## src/rtl/mc_controller.sv

```systemverilog
// mc_controller: multicycle MIPS control FSM.
// Sequences fetch/decode/execute/memory/writeback. Drives the datapath mux
// selects, the enables and the ALU control. It waits on mem_ready for memory
// accesses.
// Optional build macro: MC_CTRL_INSTRET_EN adds the instret retired-instruction
// counter port.
module mc_controller #(
  parameter int unsigned ALUCTRL_W = 4,
  parameter int unsigned CNT_W     = 32
) (
  input  logic                 clk,
  input  logic                 reset,
  input  logic [5:0]           op,
  input  logic [5:0]           funct,
  input  logic                 zero,
  input  logic                 mem_ready,
  output logic                 mem_req,
  output logic                 iord,
  output logic                 memwrite,
  output logic                 irwrite,
  output logic                 pcen,
  output logic [1:0]           pcsrc,
  output logic                 alusrca,
  output logic [1:0]           alusrcb,
  output logic                 zeroext,
  output logic                 regdst,
  output logic                 memtoreg,
  output logic                 regwrite,
  output logic [ALUCTRL_W-1:0] alucontrol,
  output logic                 illegal
`ifdef MC_CTRL_INSTRET_EN
  ,
  output logic [CNT_W-1:0]     instret
`endif
);

  localparam logic [5:0] OP_RTYPE = 6'b000000;
  localparam logic [5:0] OP_J     = 6'b000010;
  localparam logic [5:0] OP_BEQ   = 6'b000100;
  localparam logic [5:0] OP_BNE   = 6'b000101;
  localparam logic [5:0] OP_ADDI  = 6'b001000;
  localparam logic [5:0] OP_SLTI  = 6'b001010;
  localparam logic [5:0] OP_ANDI  = 6'b001100;
  localparam logic [5:0] OP_ORI   = 6'b001101;
  localparam logic [5:0] OP_LW    = 6'b100011;
  localparam logic [5:0] OP_SW    = 6'b101011;

  localparam logic [3:0] ALU_ADD = 4'b0010;
  localparam logic [3:0] ALU_SUB = 4'b0110;
  localparam logic [3:0] ALU_AND = 4'b0000;
  localparam logic [3:0] ALU_OR  = 4'b0001;
  localparam logic [3:0] ALU_SLT = 4'b0111;
  localparam logic [3:0] ALU_XOR = 4'b0011;
  localparam logic [3:0] ALU_NOR = 4'b1100;

  typedef enum logic [3:0] {
    S_FETCH, S_DECODE, S_MEMADR, S_MEMRD, S_MEMWB, S_MEMWR,
    S_RTYPEEX, S_ALUWB, S_BRANCH, S_IMMEX, S_IMMWB, S_JUMP
  } state_t;

  state_t     state, next;
  logic [3:0] alu4;
  logic       memwrite_c, irwrite_c, pcen_c, regwrite_c;

  // State register; reset returns to FETCH immediately.
  always_ff @(posedge clk or negedge reset) begin
    if (!reset) state <= S_FETCH;
    else        state <= next;
  end

  // Next-state and Moore output decode.
  always_comb begin
    next       = state;
    mem_req    = 1'b0;
    iord       = 1'b0;
    memwrite_c = 1'b0;
    irwrite_c  = 1'b0;
    pcen_c     = 1'b0;
    pcsrc      = 2'b00;
    alusrca    = 1'b0;
    alusrcb    = 2'b00;
    zeroext    = 1'b0;
    regdst     = 1'b0;
    memtoreg   = 1'b0;
    regwrite_c = 1'b0;
    alu4       = ALU_ADD;
    illegal    = 1'b0;
    case (state)
      S_FETCH: begin
        mem_req = 1'b1;
        alusrcb = 2'b01;
        if (mem_ready) begin
          irwrite_c = 1'b1;
          pcen_c    = 1'b1;
          next      = S_DECODE;
        end
      end
      S_DECODE: begin
        alusrcb = 2'b11;
        case (op)
          OP_LW, OP_SW:                     next = S_MEMADR;
          OP_RTYPE:                         next = S_RTYPEEX;
          OP_BEQ, OP_BNE:                   next = S_BRANCH;
          OP_ADDI, OP_ANDI, OP_ORI, OP_SLTI: next = S_IMMEX;
          OP_J:                             next = S_JUMP;
          default: begin
            illegal = 1'b1;
            next    = S_FETCH;
          end
        endcase
      end
      S_MEMADR: begin
        alusrca = 1'b1;
        alusrcb = 2'b10;
        next    = (op == OP_SW) ? S_MEMWR : S_MEMRD;
      end
      S_MEMRD: begin
        mem_req = 1'b1;
        iord    = 1'b1;
        if (mem_ready) next = S_MEMWB;
      end
      S_MEMWB: begin
        regwrite_c = 1'b1;
        memtoreg   = 1'b1;
        next       = S_FETCH;
      end
      S_MEMWR: begin
        mem_req = 1'b1;
        iord    = 1'b1;
        if (mem_ready) begin
          memwrite_c = 1'b1;
          next       = S_FETCH;
        end
      end
      S_RTYPEEX: begin
        alusrca = 1'b1;
        next    = S_ALUWB;
        case (funct)
          6'b100000: alu4 = ALU_ADD;
          6'b100010: alu4 = ALU_SUB;
          6'b100100: alu4 = ALU_AND;
          6'b100101: alu4 = ALU_OR;
          6'b101010: alu4 = ALU_SLT;
          6'b100110: alu4 = ALU_XOR;
          6'b100111: alu4 = ALU_NOR;
          default: begin
            illegal = 1'b1;
            next    = S_FETCH;
          end
        endcase
      end
      S_ALUWB: begin
        regwrite_c = 1'b1;
        regdst     = 1'b1;
        next       = S_FETCH;
      end
      S_BRANCH: begin
        alusrca = 1'b1;
        alu4    = ALU_SUB;
        pcsrc   = 2'b01;
        pcen_c  = (op == OP_BNE) ? ~zero : zero;
        next    = S_FETCH;
      end
      S_IMMEX: begin
        alusrca = 1'b1;
        alusrcb = 2'b10;
        next    = S_IMMWB;
        case (op)
          OP_ANDI: begin zeroext = 1'b1; alu4 = ALU_AND; end
          OP_ORI:  begin zeroext = 1'b1; alu4 = ALU_OR;  end
          OP_SLTI: alu4 = ALU_SLT;
          default: alu4 = ALU_ADD;
        endcase
      end
      S_IMMWB: begin
        regwrite_c = 1'b1;
        next       = S_FETCH;
      end
      S_JUMP: begin
        pcsrc  = 2'b10;
        pcen_c = 1'b1;
        next   = S_FETCH;
      end
      default: next = S_FETCH;
    endcase
  end

  // Write strobes are held low while reset is asserted so nothing glitches.
  assign memwrite   = memwrite_c & reset;
  assign irwrite    = irwrite_c  & reset;
  assign pcen       = pcen_c     & reset;
  assign regwrite   = regwrite_c & reset;
  assign alucontrol = ALUCTRL_W'(alu4);

`ifdef MC_CTRL_INSTRET_EN
  logic retire;
  assign retire = (state == S_MEMWB) || (state == S_ALUWB) || (state == S_IMMWB) ||
                  (state == S_BRANCH) || (state == S_JUMP) ||
                  ((state == S_MEMWR) && mem_ready);

  // Retired-instruction counter; wraps naturally.
  always_ff @(posedge clk or negedge reset) begin
    if (!reset)      instret <= '0;
    else if (retire) instret <= instret + CNT_W'(1);
  end
`endif

endmodule

```

## config.mk

```make
export PLATFORM = sky130hd
export DESIGN_NAME = mc_controller
export DESIGN_NICKNAME = d
export VERILOG_FILES = /design/src/rtl/mc_controller.sv
export SDC_FILE = /design/constraint.sdc
export NUM_CORES = 1
export LEC_CHECK = 0
export ABC_CLOCK_PERIOD_IN_PS = 3600
export CAP_MARGIN = 20
export CORE_MARGIN = 3
export CORE_UTILIZATION = 43
export DETAILED_ROUTE_END_ITERATION = 16
export MAX_ROUTING_LAYER = met4
export PLACE_DENSITY_LB_ADDON = 0.3
export REMOVE_ABC_BUFFERS = 1
export SYNTH_ARGS = -nofsm -noshare
export SYNTH_HDL_FRONTEND = slang
export SYNTH_SLANG_ARGS = --single-unit
```

## constraint.sdc

```tcl
create_clock -name clk -period 3.6 [get_ports clk]
set_input_delay 1.08 -clock clk [delete_from_list [all_inputs] [get_ports clk]]
set_output_delay 1.08 -clock clk [all_outputs]
set_load 0.05 [all_outputs]
```

==> Word-level counts from Yosys, hierarchy flattened <==
Index checks and enable logic that the tools add are counted.
{ "classes": {"eq_ne": 30, "mux": 28, "n_bitwise": 5, "n_reduce_logical": 14} }
{ "op_table": {"columns": ["operator", "n"], "rows": [
  ["$eq 6x6->1 const B", 9],
  ["$pmux 4 s7", 1],
  ["$eq 6x4->1 const B", 4],
  ["$pmux 4 s6", 1],
  ["$pmux 4 s5", 1],
  ["$eq 4x3->1 const B", 4],
  ["$eq 4x4->1 const B", 4],
  ["$mux 1", 14],
  ["$eq 6x3->1 const B", 2],
  ["$mux 4", 3],
  ["$pmux 4 s3", 1],
  ["$reduce_or 10->1", 1],
  ["$reduce_or 2->1", 5],
  ["$pmux 3 s3", 1],
  ["$eq 4x2->1 const B", 2],
  ["$reduce_or 4->1", 2],
  ["$reduce_or 7->1", 1],
  ["$eq 6x2->1 const B", 1],
  ["$logic_not 6->1", 1],
  ["$mux 3", 2],
  ["$ne 2x2->1 const B", 3],
  ["$pmux 2 s3", 1],
  ["$reduce_or 3->1", 2],
  ["$and 1x1->1", 4],
  ["7 further kinds", 7]
]} }
{ "word_totals": {"regBits": 4, "inputBits": 16, "output_inout_bits": 19, "word_cells": 78} }

==> Logic depth before layout (Yosys ltp) <==
Gate-level depths: netlist of run 1.
{ "logic_depth": {"word_depth": 4, "depth_mapped": 5, "depth_no_buf": 4} }

==> Least setup slack after synthesis of run 1 <==
OpenSTA, ideal clock, no wires.
{ "synth_path": {"kind": "input -> output", "from": "input port op[2]", "to": "output port alucontrol[1]", "arrival_time_ns": 3.082, "required_ns": 2.520, "slack_ns": -0.562, "path_stages": 4, "path_buffers": 1, "cell_sequence": "clkbuf_1 > inv_1 > nor3_1 > a31oi_1"} }
{ "synth_via": {"elab_chain_cells": 3, "word_cells_on_any_way": 5, "classes_between": "eq/ne (3); mux (2)"} }
{ "synth_lines": {"columns": ["element", "line", "source"], "rows": [
  ["start: declaration", "13", "input logic [5:0] op,"],
  ["$eq 6x4->1", "168", "case (op)"],
  ["$pmux 3 s3 *", "168", null],
  ["$pmux 4 s3 *", "88", "case (state)"],
  ["end: declaration", "29", "output logic [ALUCTRL_W-1:0] alucontrol,"]
]} }
Every way passes the cells marked *; elsewhere a longest branch is shown, timed or not.

==> Final worst setup path of run 1 <==
{ "layout_path": {"from": "input port op[3]", "to": "output port illegal"} }
{ "layout_via": {"elab_chain_cells": 4, "word_cells_on_any_way": 13, "classes_between": "eq/ne (9); mux (2); reduce/logical (2)"} }
{ "layout_lines": {"columns": ["element", "line", "source"], "rows": [
  ["$eq 6x6->1 (tied with other cells)", "100", "case (op)"],
  ["$reduce_or 10->1 (no line) *", null, null],
  ["$mux 1 *", "100", null],
  ["$pmux 1 s2 *", "88", null],
  ["end: declaration", "30", "output logic illegal"]
]} }
Marks and branches as above.

==> results.tsv, run 1 <==
stage	metric	value	unit
status	status	finished clean	
floorplanning	Die ar.	2190	um2
route	Antenna Violating Nets Remaining	0	
hold_path	HP Class	flip-flop to flip-flop	
route	via count	1063	
clock_tree	CTS tree	done	
finish	most flop-heavy register	state	
sta	Worst-Margin Slew	0.513	ns
sta	final worst setup slack	0.0676	ns
sta	max-slew violations	0	
critical_path	Critical Path Source Type	input pin	
global_routing	peak-usage layer in the global routing report	met2	
floorplanning	row count	14	
sta	fin crit share	98.1	%
finish	number of flip-flops in the largest register	4	
logic_synthesis	Async SR Flop Fraction	100	%
placement	final HPWL from detailed placement	1920	um
placement	dpl ws	-0.0402	ns
global_routing	initial antenna violation count	0	
global_routing	met3 GRT Util	3.45	%
logic_synthesis	Synth cell types	34	
finish	Finished Core Util	84.7	%
finish	synth-to-layout area growth	82.0	%
global_routing	vias in the first global route	935	
logic_synthesis	Cells after Synth	109	
global_routing	first-pass GRT wire length	3840	um
placement	Post-Place Cell Area	1240	um2
route	WL final	2610	um
floorplanning	Starting Density	46.5	%
global_routing	gr ovfl total	0	
critical_path	worst path required time	2.52	ns
finish	layout cells sized above 1	25.0	%
route	WL/cell	15.2	um
sta	worst hold slack	0.751	ns
clock_tree	clock root cell	clkbuf_4	
logic_synthesis	synth warn	0	
clock_tree	htree depth	1	
sta	clock skew	0.00529	ns
placement	port bufs	34	
logic_synthesis	FF+latch count, synth	4	
logic_synthesis	ys flop type	dfrtp_1	
placement	GP Congestion	0.886	
clock_tree	CTS Buf Count	3	
critical_path	WS Path Type	input pin to primary output	
sta	minimum clock period	3.53	ns
placement	Placed Cells	168	
critical_path	Worst Path Max Fanout	3	
finish	Layout Nets	174	
sta	slew margin rel.	65.7	%
sta	endpoints failing hold	0	
floorplanning	I/O pins	35	
floorplanning	Core Region	1540	um2
clock_tree	CTS Hold Bufs	0	
global_routing	GR Util All Layers	24.7	%
power	pwr/cell area	614	nW/um2
power	worst vdd ir	0.000508	V
route	DR vias/cell	6.18	
route	drc violations	0	
floorplanning	Die Ht	46.8	um
global_routing	largest net degree at the start of global routing	18	
run	max-capacitance violation count	0	
finish	Finished Layout Cells	172	
global_routing	grt met2 use	45.8	%
sta	Max Fclk	283	MHz
route	drt pass-1 iters	4	
finish	n_diodes	0	
logic_synthesis	Post-Syn Area	717	um2
sta	Final setup viols	0	
logic_synthesis	syn_area_per_cell	6.58	um2
clock_tree	Clock Pin Slew Worst Setup and Hold Paths	0.04	ns
logic_synthesis	EDFF count, synth	0	
critical_path	crit path DAT	2.45	ns
power	leakage	0.516	nW
floorplanning	Die X	46.8	um
global_routing	GR Util met1	26.4	%
clock_tree	worst-skew pair later-pin latency	0.26	ns
finish	biggest regs	state x4	
finish	Final Cell Area	1310	um2
route	DR iter-0 viols	41	
critical_path	Worst Setup End Kind	primary output	
clock_tree	Max Buffers Root-to-Sink	2	
logic_synthesis	register area share after synthesis	14.0	%
clock_tree	CTS sink count	4	
[per-stage QoR]
stage               power [mW]  setup TNS (ns)
floorplan                0.486           -1.28
global placement         0.713               0
detailed placement       0.725         -0.0677
CTS                      0.791               0
global route             0.841        -0.00151
finish                   0.801               0
[critical path, stage by stage]
cell and delay (ns):
clkdlybuf4s50_1 0.45, or3_1 0.37, a211oi_2 0.24, o32ai_1 0.11, buf_4 0.20
[logic make-up after synthesis]
group,share of synthesized area [%]
xor gates and xnor gates,4.89
and+or+nand+nor,42.6
AOI/OAI and AO/OA,30.2
DFF,14.0
muxes,1.40
buffers and inverters,6.98
[cell usage in the layout (no fill, tap or decap), types with 3 or more instances in the layout]
master and instances:
dlymetal6s2s_1 3, nand4_1 5, nand2b_1 9, a21oi_1 9, o21ai_0 4, nor2_1 10
clkbuf_4 3, inv_1 4, dfrtp_1 4, buf_4 19, nand2_1 7, buf_12 8
a31oi_1 5, nor2b_1 3, nor3_1 7, clkdlybuf4s50_1 21
[cells in the mapped netlist (4+ instances only)]
library cell,count,area [um2]
nor2_1,12,45.0
a21oi_1,9,45.0
nand2b_1,9,56.3
nor3_1,9,45.0
nand2_1,7,26.3
a31oi_1,5,31.3
nand4_1,5,31.3
buf_2,4,20.0
dfrtp_1,4,100
inv_1,4,15.0
nor2b_1,4,25.0
o21ai_0,4,20.0
[metal layers]
metal,wire [um],vias to the layer above
li1,-,502
met1,1010,492
met2,1370,62
met3,186,7
met4,44,0
met5,0,-
[layout make-up]
| cell class | count | area, um2 |
|---|---|---|
| sequential | 4 | 100 |
| fill | 101 | 236 |
| timing repair buffer | 51 | 551 |
| multi-input combinational | 94 | 597 |
| inverter | 4 | 15.0 |
| tap | 16 | 20.0 |
| clock buffer | 3 | 22.5 |
[power breakdown]
| part | switching [mW] | internal, mW | leakage, nW | total (mW) |
|---|---|---|---|---|
| sequential | 0.0323 | 0.0593 | 0.0534 | 0.0916 |
| combinational | 0.401 | 0.245 | 0.448 | 0.646 |
| clock | 0.0259 | 0.0378 | 0.0138 | 0.0637 |
| total | 0.459 | 0.342 | 0.516 | 0.801 |
[path summary, 6_finish.rpt]
| kind | from | cells after the start | endpoint | slack [ns] |
|---|---|---|---|---|
| max | op[3] | 5 | illegal | 0.07 |
| min | state[1] | 2 | state[1] | 0.75 |
| max reg2reg | state[1] | 5 | state[2] | 1.86 |
| min reg2reg | state[1] | 2 | state[1] | 0.75 |
| max in group asynchronous | reset | 2 | state[0] | 2.30 |
| min in group asynchronous | reset | 2 | state[3] | 1.20 |
[repair_timing]
| item | 4_1_cts | 5_1_grt |
|---|---|---|
| endpoints found under the setup margin | 2 | 6 |
| buffers inserted | 0 | 1 |
| gates resized for setup | 2 | 8 |
| pin swaps | 0 | 1 |
Power figures use the tool's default switching activity.
==> run 2, diff against run 1 <==
PLACE_DENSITY = 0.88   (was unset)
PLACE_DENSITY_LB_ADDON = unset   (was 0.3)
==> run 2 against run 1 <==
Effect of this change: routed wire length up 3.7%; register-to-register slack better by 0.06 ns; non-clock buffer count up 1; clock power down 14%; fmax down 1.6%; critical endpoint unchanged; combinational power up 2%; final cell count up 0.58%; highest routed layer unchanged; core utilization up 1.5 points; critical path depth unchanged; final area up 1.8%; via count down 1.0%.
==> results.tsv, run 2 (synthesis results as in run 1) <==
stage	metric	value	unit
status	status	finished clean	
finish	n_diodes	0	
placement	final HPWL from detailed placement	1980	um
route	via count	1052	
route	WL/cell	15.7	um
power	pwr/cell area	605	nW/um2
critical_path	WS Path Type	input pin to primary output	
finish	Filler cells	80	
placement	GP Congestion	0.923	
finish	layout cells sized above 1	26.1	%
clock_tree	CTS Hold Bufs	0	
critical_path	Critical Path Source Type	input pin	
sta	Final setup viols	0	
sta	clock skew	0.00376	ns
finish	biggest regs	state x4	
global_routing	largest net degree at the start of global routing	17	
finish	Layout Nets	175	
route	DR vias/cell	6.08	
critical_path	Worst Setup End Kind	primary output	
clock_tree	Setup Buffers After CTS	0	
finish	Storage cell area	100	um2
placement	dpl ws	-0.0677	ns
power	leakage	0.523	nW
route	drt pass-1 iters	4	
global_routing	first-pass GRT wire length	4080	um
power	Tot Pwr	0.804	mW
finish	most frequent cells in the layout	21 x clkdlybuf4s50_1, 19 x buf_4, 10 x nor2_1, 9 x nand2b_1, 9 x a21oi_1	
finish	number of flip-flops in the largest register	4	
route	WL final	2710	um
route	DR iter-0 viols	46	
sta	endpoints failing hold	0	
sta	max-slew violations	0	
placement	port bufs	34	
floorplanning	I/O pins	35	
hold_path	HP Class	flip-flop to flip-flop	
floorplanning	Die X	46.8	um
finish	most flop-heavy register	state	
clock_tree	CTS sink count	4	
critical_path	Worst R2R Path Depth	4	
clock_tree	Max Buffers Root-to-Sink	2	
global_routing	gr ovfl total	0	
floorplanning	Die Ht	46.8	um
global_routing	initial antenna violation count	0	
finish	commonest non-fill, non-tap cell in the layout	clkdlybuf4s50_1	
finish	synth-to-layout area growth	85.3	%
sta	Worst-Margin Slew	0.505	ns
sta	slew margin rel.	66.4	%
critical_path	Worst Path Max Fanout	3	
sta	unrepaired setup endpoints after global routing	yes	
finish	Finished Core Util	86.2	%
sta	final worst setup slack	0.0107	ns
clock_tree	CTS Buf Count	3	
clock_tree	clock root cell	clkbuf_4	
sta	minimum clock period	3.59	ns
critical_path	worst path required time	2.52	ns
global_routing	vias in the first global route	957	
floorplanning	row count	14	
floorplanning	Core Region	1540	um2
sta	post-route setup TNS	0	ns
critical_path	crit path DAT	2.51	ns
sta	Max Fclk	279	MHz
run	max-capacitance violation count	0	
route	Antenna Violating Nets Remaining	0	
clock_tree	htree depth	1	
sta	fin crit share	99.7	%
clock_tree	CTS tree	done	
route	drc violations	0	
clock_tree	Clock Pin Slew Worst Setup and Hold Paths	0.03	ns
floorplanning	Starting Density	46.5	%
power	worst vdd ir	0.000351	V
floorplanning	Die ar.	2190	um2
hold_path	hold path cells	2	
finish	Multi-input gate area	609	um2
clock_tree	worst-skew pair later-pin latency	0.24	ns
global_routing	GR Util All Layers	25.9	%
-- run 2: through the flow --
stage                     hold WS, ns  cell area [um2]  cells
final                           0.681             1330    173
after global routing            0.700             1330    173
after CTS                       0.673             1280    173
after detailed placement        0.667             1250    170
after global placement          0.664             1250    170
after floorplan                 0.632              682    102
-- run 2: where the power goes --
| part | switching [mW] | internal [mW] |
|---|---|---|
| clock network | 0.0174 | 0.0372 |
| logic | 0.409 | 0.253 |
| registers | 0.0284 | 0.0597 |
| total | 0.455 | 0.350 |
-- run 2: repair_timing --
| item | in CTS | in global routing |
|---|---|---|
| pin swaps | 1 | 1 |
| resized for setup | 3 | 10 |
| setup endpoints to repair | 3 | 6 |
| cloned | 0 | 0 |
-- run 2: area by class of cell --
| cell class | count | area share [%] |
|---|---|---|
| multi-input combinational | 94 | 45.9 |
| timing repair buffer | 52 | 42.3 |
| tap | 16 | 1.51 |
| sequential | 4 | 7.53 |
| clock buffer | 3 | 1.69 |
| inverter | 4 | 1.13 |
-- run 2: critical path: stages --
cell and delay (ns):
clkdlybuf4s50_1 0.43, or3_1 0.37, a211oi_2 0.31, o32ai_2 0.14
buf_6 0.17
-- run 2: layer usage --
layer / global-route usage (%) / up-vias / wire length, um
met5: - / - / 0
met4: 7.73 / 0 / 32
met3: 4.98 / 6 / 221
met2: 43.4 / 66 / 1390
met1: 31.3 / 475 / 1070
li1: - / 505 / -
-- run 2: final timing paths --
check                               from  endpoint  slack, ns
worst max-delay path               op[3]   illegal       0.01
worst min-delay path            state[1]  state[1]       0.68
worst max register to register  state[2]  state[2]       1.92
worst min register to register  state[1]  state[1]       0.68
max in group asynchronous          reset  state[0]       2.30
min in group asynchronous          reset  state[3]       1.20
==> run 3, diff against run 2 <==
CELL_PAD_IN_SITES_DETAIL_PLACEMENT = 0   (was unset)
CELL_PAD_IN_SITES_GLOBAL_PLACEMENT = 1   (was unset)
CORE_UTILIZATION = 28   (was 43)
PLACE_DENSITY = 0.87   (was 0.88)
==> run 3 against run 2 <==
Effect of this change: hold slack worse by 0.051 ns; register-to-register slack worse by 0.04 ns; via count down 2.3%; setup slack gained 0.0041 ns; final cell count rose by 9.8%; flip-flop and latch count is the same; power shrank 0.38%; critical endpoint unchanged; largest power group unchanged.
==> results.tsv, run 3 (synthesis results as in run 1) <==
stage	metric	value	unit
sta	fin crit share	99.6	%
critical_path	Buf/Inv on CP	2	
route	DR iter-0 viols	40	
status	status	finished clean	
clock_tree	htree depth	1	
sta	Max Fclk	279	MHz
power	leakage	0.557	nW
route	drc violations	0	
finish	most flop-heavy register	state	
route	WL final	2640	um
critical_path	worst path required time	2.52	ns
critical_path	crit-path leading delay family	buffers and inverters	
sta	Final setup viols	0	
power	cell-internal power	0.353	mW
route	metal2 WL	1320	um
hold_path	HP Class	flip-flop to flip-flop	
global_routing	vias in the first global route	938	
floorplanning	row count	17	
route	DR vias/cell	5.41	
placement	final HPWL from detailed placement	2000	um
sta	clock skew	0.00496	ns
global_routing	gr ovfl total	0	
placement	port bufs	34	
power	worst vdd ir	0.000462	V
run	max-capacitance violation count	0	
route	via count	1028	
power	register share of total power	10.3	%
critical_path	Worst Setup End Kind	primary output	
route	WL/cell	13.9	um
sta	minimum clock period	3.59	ns
finish	biggest regs	state x4	
sta	max-slew violations	0	
floorplanning	Die X	56.6	um
power	Net Sw Power	0.448	mW
finish	Final Cell Area	1370	um2
route	DR WL met3	203	um
critical_path	WS Path Type	input pin to primary output	
route	drt pass-1 iters	4	
route	M1 WL	1100	um
clock_tree	worst-skew pair later-pin latency	0.24	ns
finish	most frequent cells in the layout	25 x buf_4, 20 x clkdlybuf4s50_1, 10 x nor2_1, 9 x nand2b_1, 9 x a21oi_1	
clock_tree	clock root cell	clkbuf_4	
finish	synth-to-layout area growth	90.9	%
global_routing	GR Util All Layers	16.9	%
clock_tree	CTS Buf Count	3	
placement	GP Congestion	0.883	
power	clock power share	6.9	%
floorplanning	Starting Density	30.9	%
floorplanning	Die Ht	56.6	um
critical_path	Worst Path Max Fanout	3	
critical_path	crit-path cells	clkdlybuf4s50_1 > or3_1 > a211oi_2 > o32ai_1 > buf_4	
placement	Post-Place Cell Area	1290	um2
finish	Layout Nets	180	
sta	post-route setup TNS	0	ns
sta	Worst-Margin Slew	0.509	ns
global_routing	largest net degree at the start of global routing	15	
route	Antenna Violating Nets Remaining	0	
clock_tree	Max Buffers Root-to-Sink	2	
critical_path	crit path DAT	2.51	ns
clock_tree	CTS tree	done	
power	pwr/cell area	585	nW/um2
clock_tree	CTS sink count	4	
critical_path	Critical Path Source Type	input pin	
sta	slew margin rel.	66.0	%
power	Combinational Power Share	82.8	%
finish	commonest non-fill, non-tap cell in the layout	buf_4	
clock_tree	CTS Hold Bufs	0	
route	Top Layer Used	met4	
floorplanning	Die ar.	3200	um2
clock_tree	Clock Pin Slew Worst Setup and Hold Paths	0.03	ns
floorplanning	I/O pins	35	
finish	layout cells sized above 1	27.8	%
finish	number of flip-flops in the largest register	4	
sta	endpoints failing hold	0	
global_routing	initial antenna violation count	0	
critical_path	Slowest cell on crit path	clkdlybuf4s50_1	
critical_path	Max stage delay on crit path	0.46	ns
power	Sw Ratio	55.9	%
floorplanning	Core Region	2320	um2
global_routing	first-pass GRT wire length	4330	um
finish	n_diodes	0	
==> run 3: changes by cell type in the layout (fill, tap and decap cells not counted), sizes merged <==
cell | before | now
clkdlybuf4s50 | 21 | 20
dlymetal6s2s | 3 | 4
buf | 28 | 33
==> run 3: power groups by stage <==
| stage | Sequential (mW) | Clock (mW) | Combinational (mW) |
|---|---|---|---|
| after global placement | 0.0838 | 0 | 0.654 |
| after detailed placement | 0.0831 | 0 | 0.655 |
| after floorplan | 0.109 | 0 | 0.377 |
| after global routing | 0.0864 | 0.0591 | 0.700 |
| after CTS | 0.0826 | 0.0549 | 0.659 |
| final | 0.0824 | 0.0551 | 0.664 |
==> run 3: area by class of cell <==
class	count	area, um2
Inverter	4	15.0
Multi-Input combinational cell	94	598
Timing Repair Buffer	57	598
Sequential cell	4	100
Tap cell	28	35.0
Fill cell	218	950
Clock buffer	3	22.5
==> run 3: worst paths after layout <==
check / start / to / slack [ns] / cells after the start
max: op[0] / illegal / 0.01 / 5
min: state[2] / state[3] / 0.63 / 1
max reg2reg: state[2] / state[2] / 1.88 / 5
min reg2reg: state[2] / state[3] / 0.63 / 1
max in group asynchronous: reset / state[3] / 2.29 / 2
min in group asynchronous: reset / state[1] / 1.20 / 2
==> run 3: stage by stage <==
step	hold slack, ns	instances	setup WS, ns	total power, mW	utilization [%]
2_1_floorplan	0.632	102	-0.534	0.486	-
3_3_place_gp	0.612	185	-0.0199	0.738	55.6
3_5_place_dp	0.629	185	-0.0559	0.738	55.6
4_1_cts	0.638	188	0.00115	0.796	56.8
5_1_grt	0.704	190	-0.0184	0.846	59.0
6_report	0.630	190	0.0148	0.801	59.0
==> run 3: per-layer routing <==
| metal | track usage, % | vias to the layer above |
|---|---|---|
| met3 | 2.53 | 3 |
| met4 | 4.41 | 0 |
| met1 | 21.2 | 458 |
| met2 | 28.2 | 50 |
| met5 | - | - |
| li1 | - | 517 |
==> run 3: timing repair <==
action,4_1_cts,5_1_grt
gates resized for setup,1,10
pin swaps,0,4
setup endpoints to repair,1,5
buffers inserted,0,2
cloned,0,0
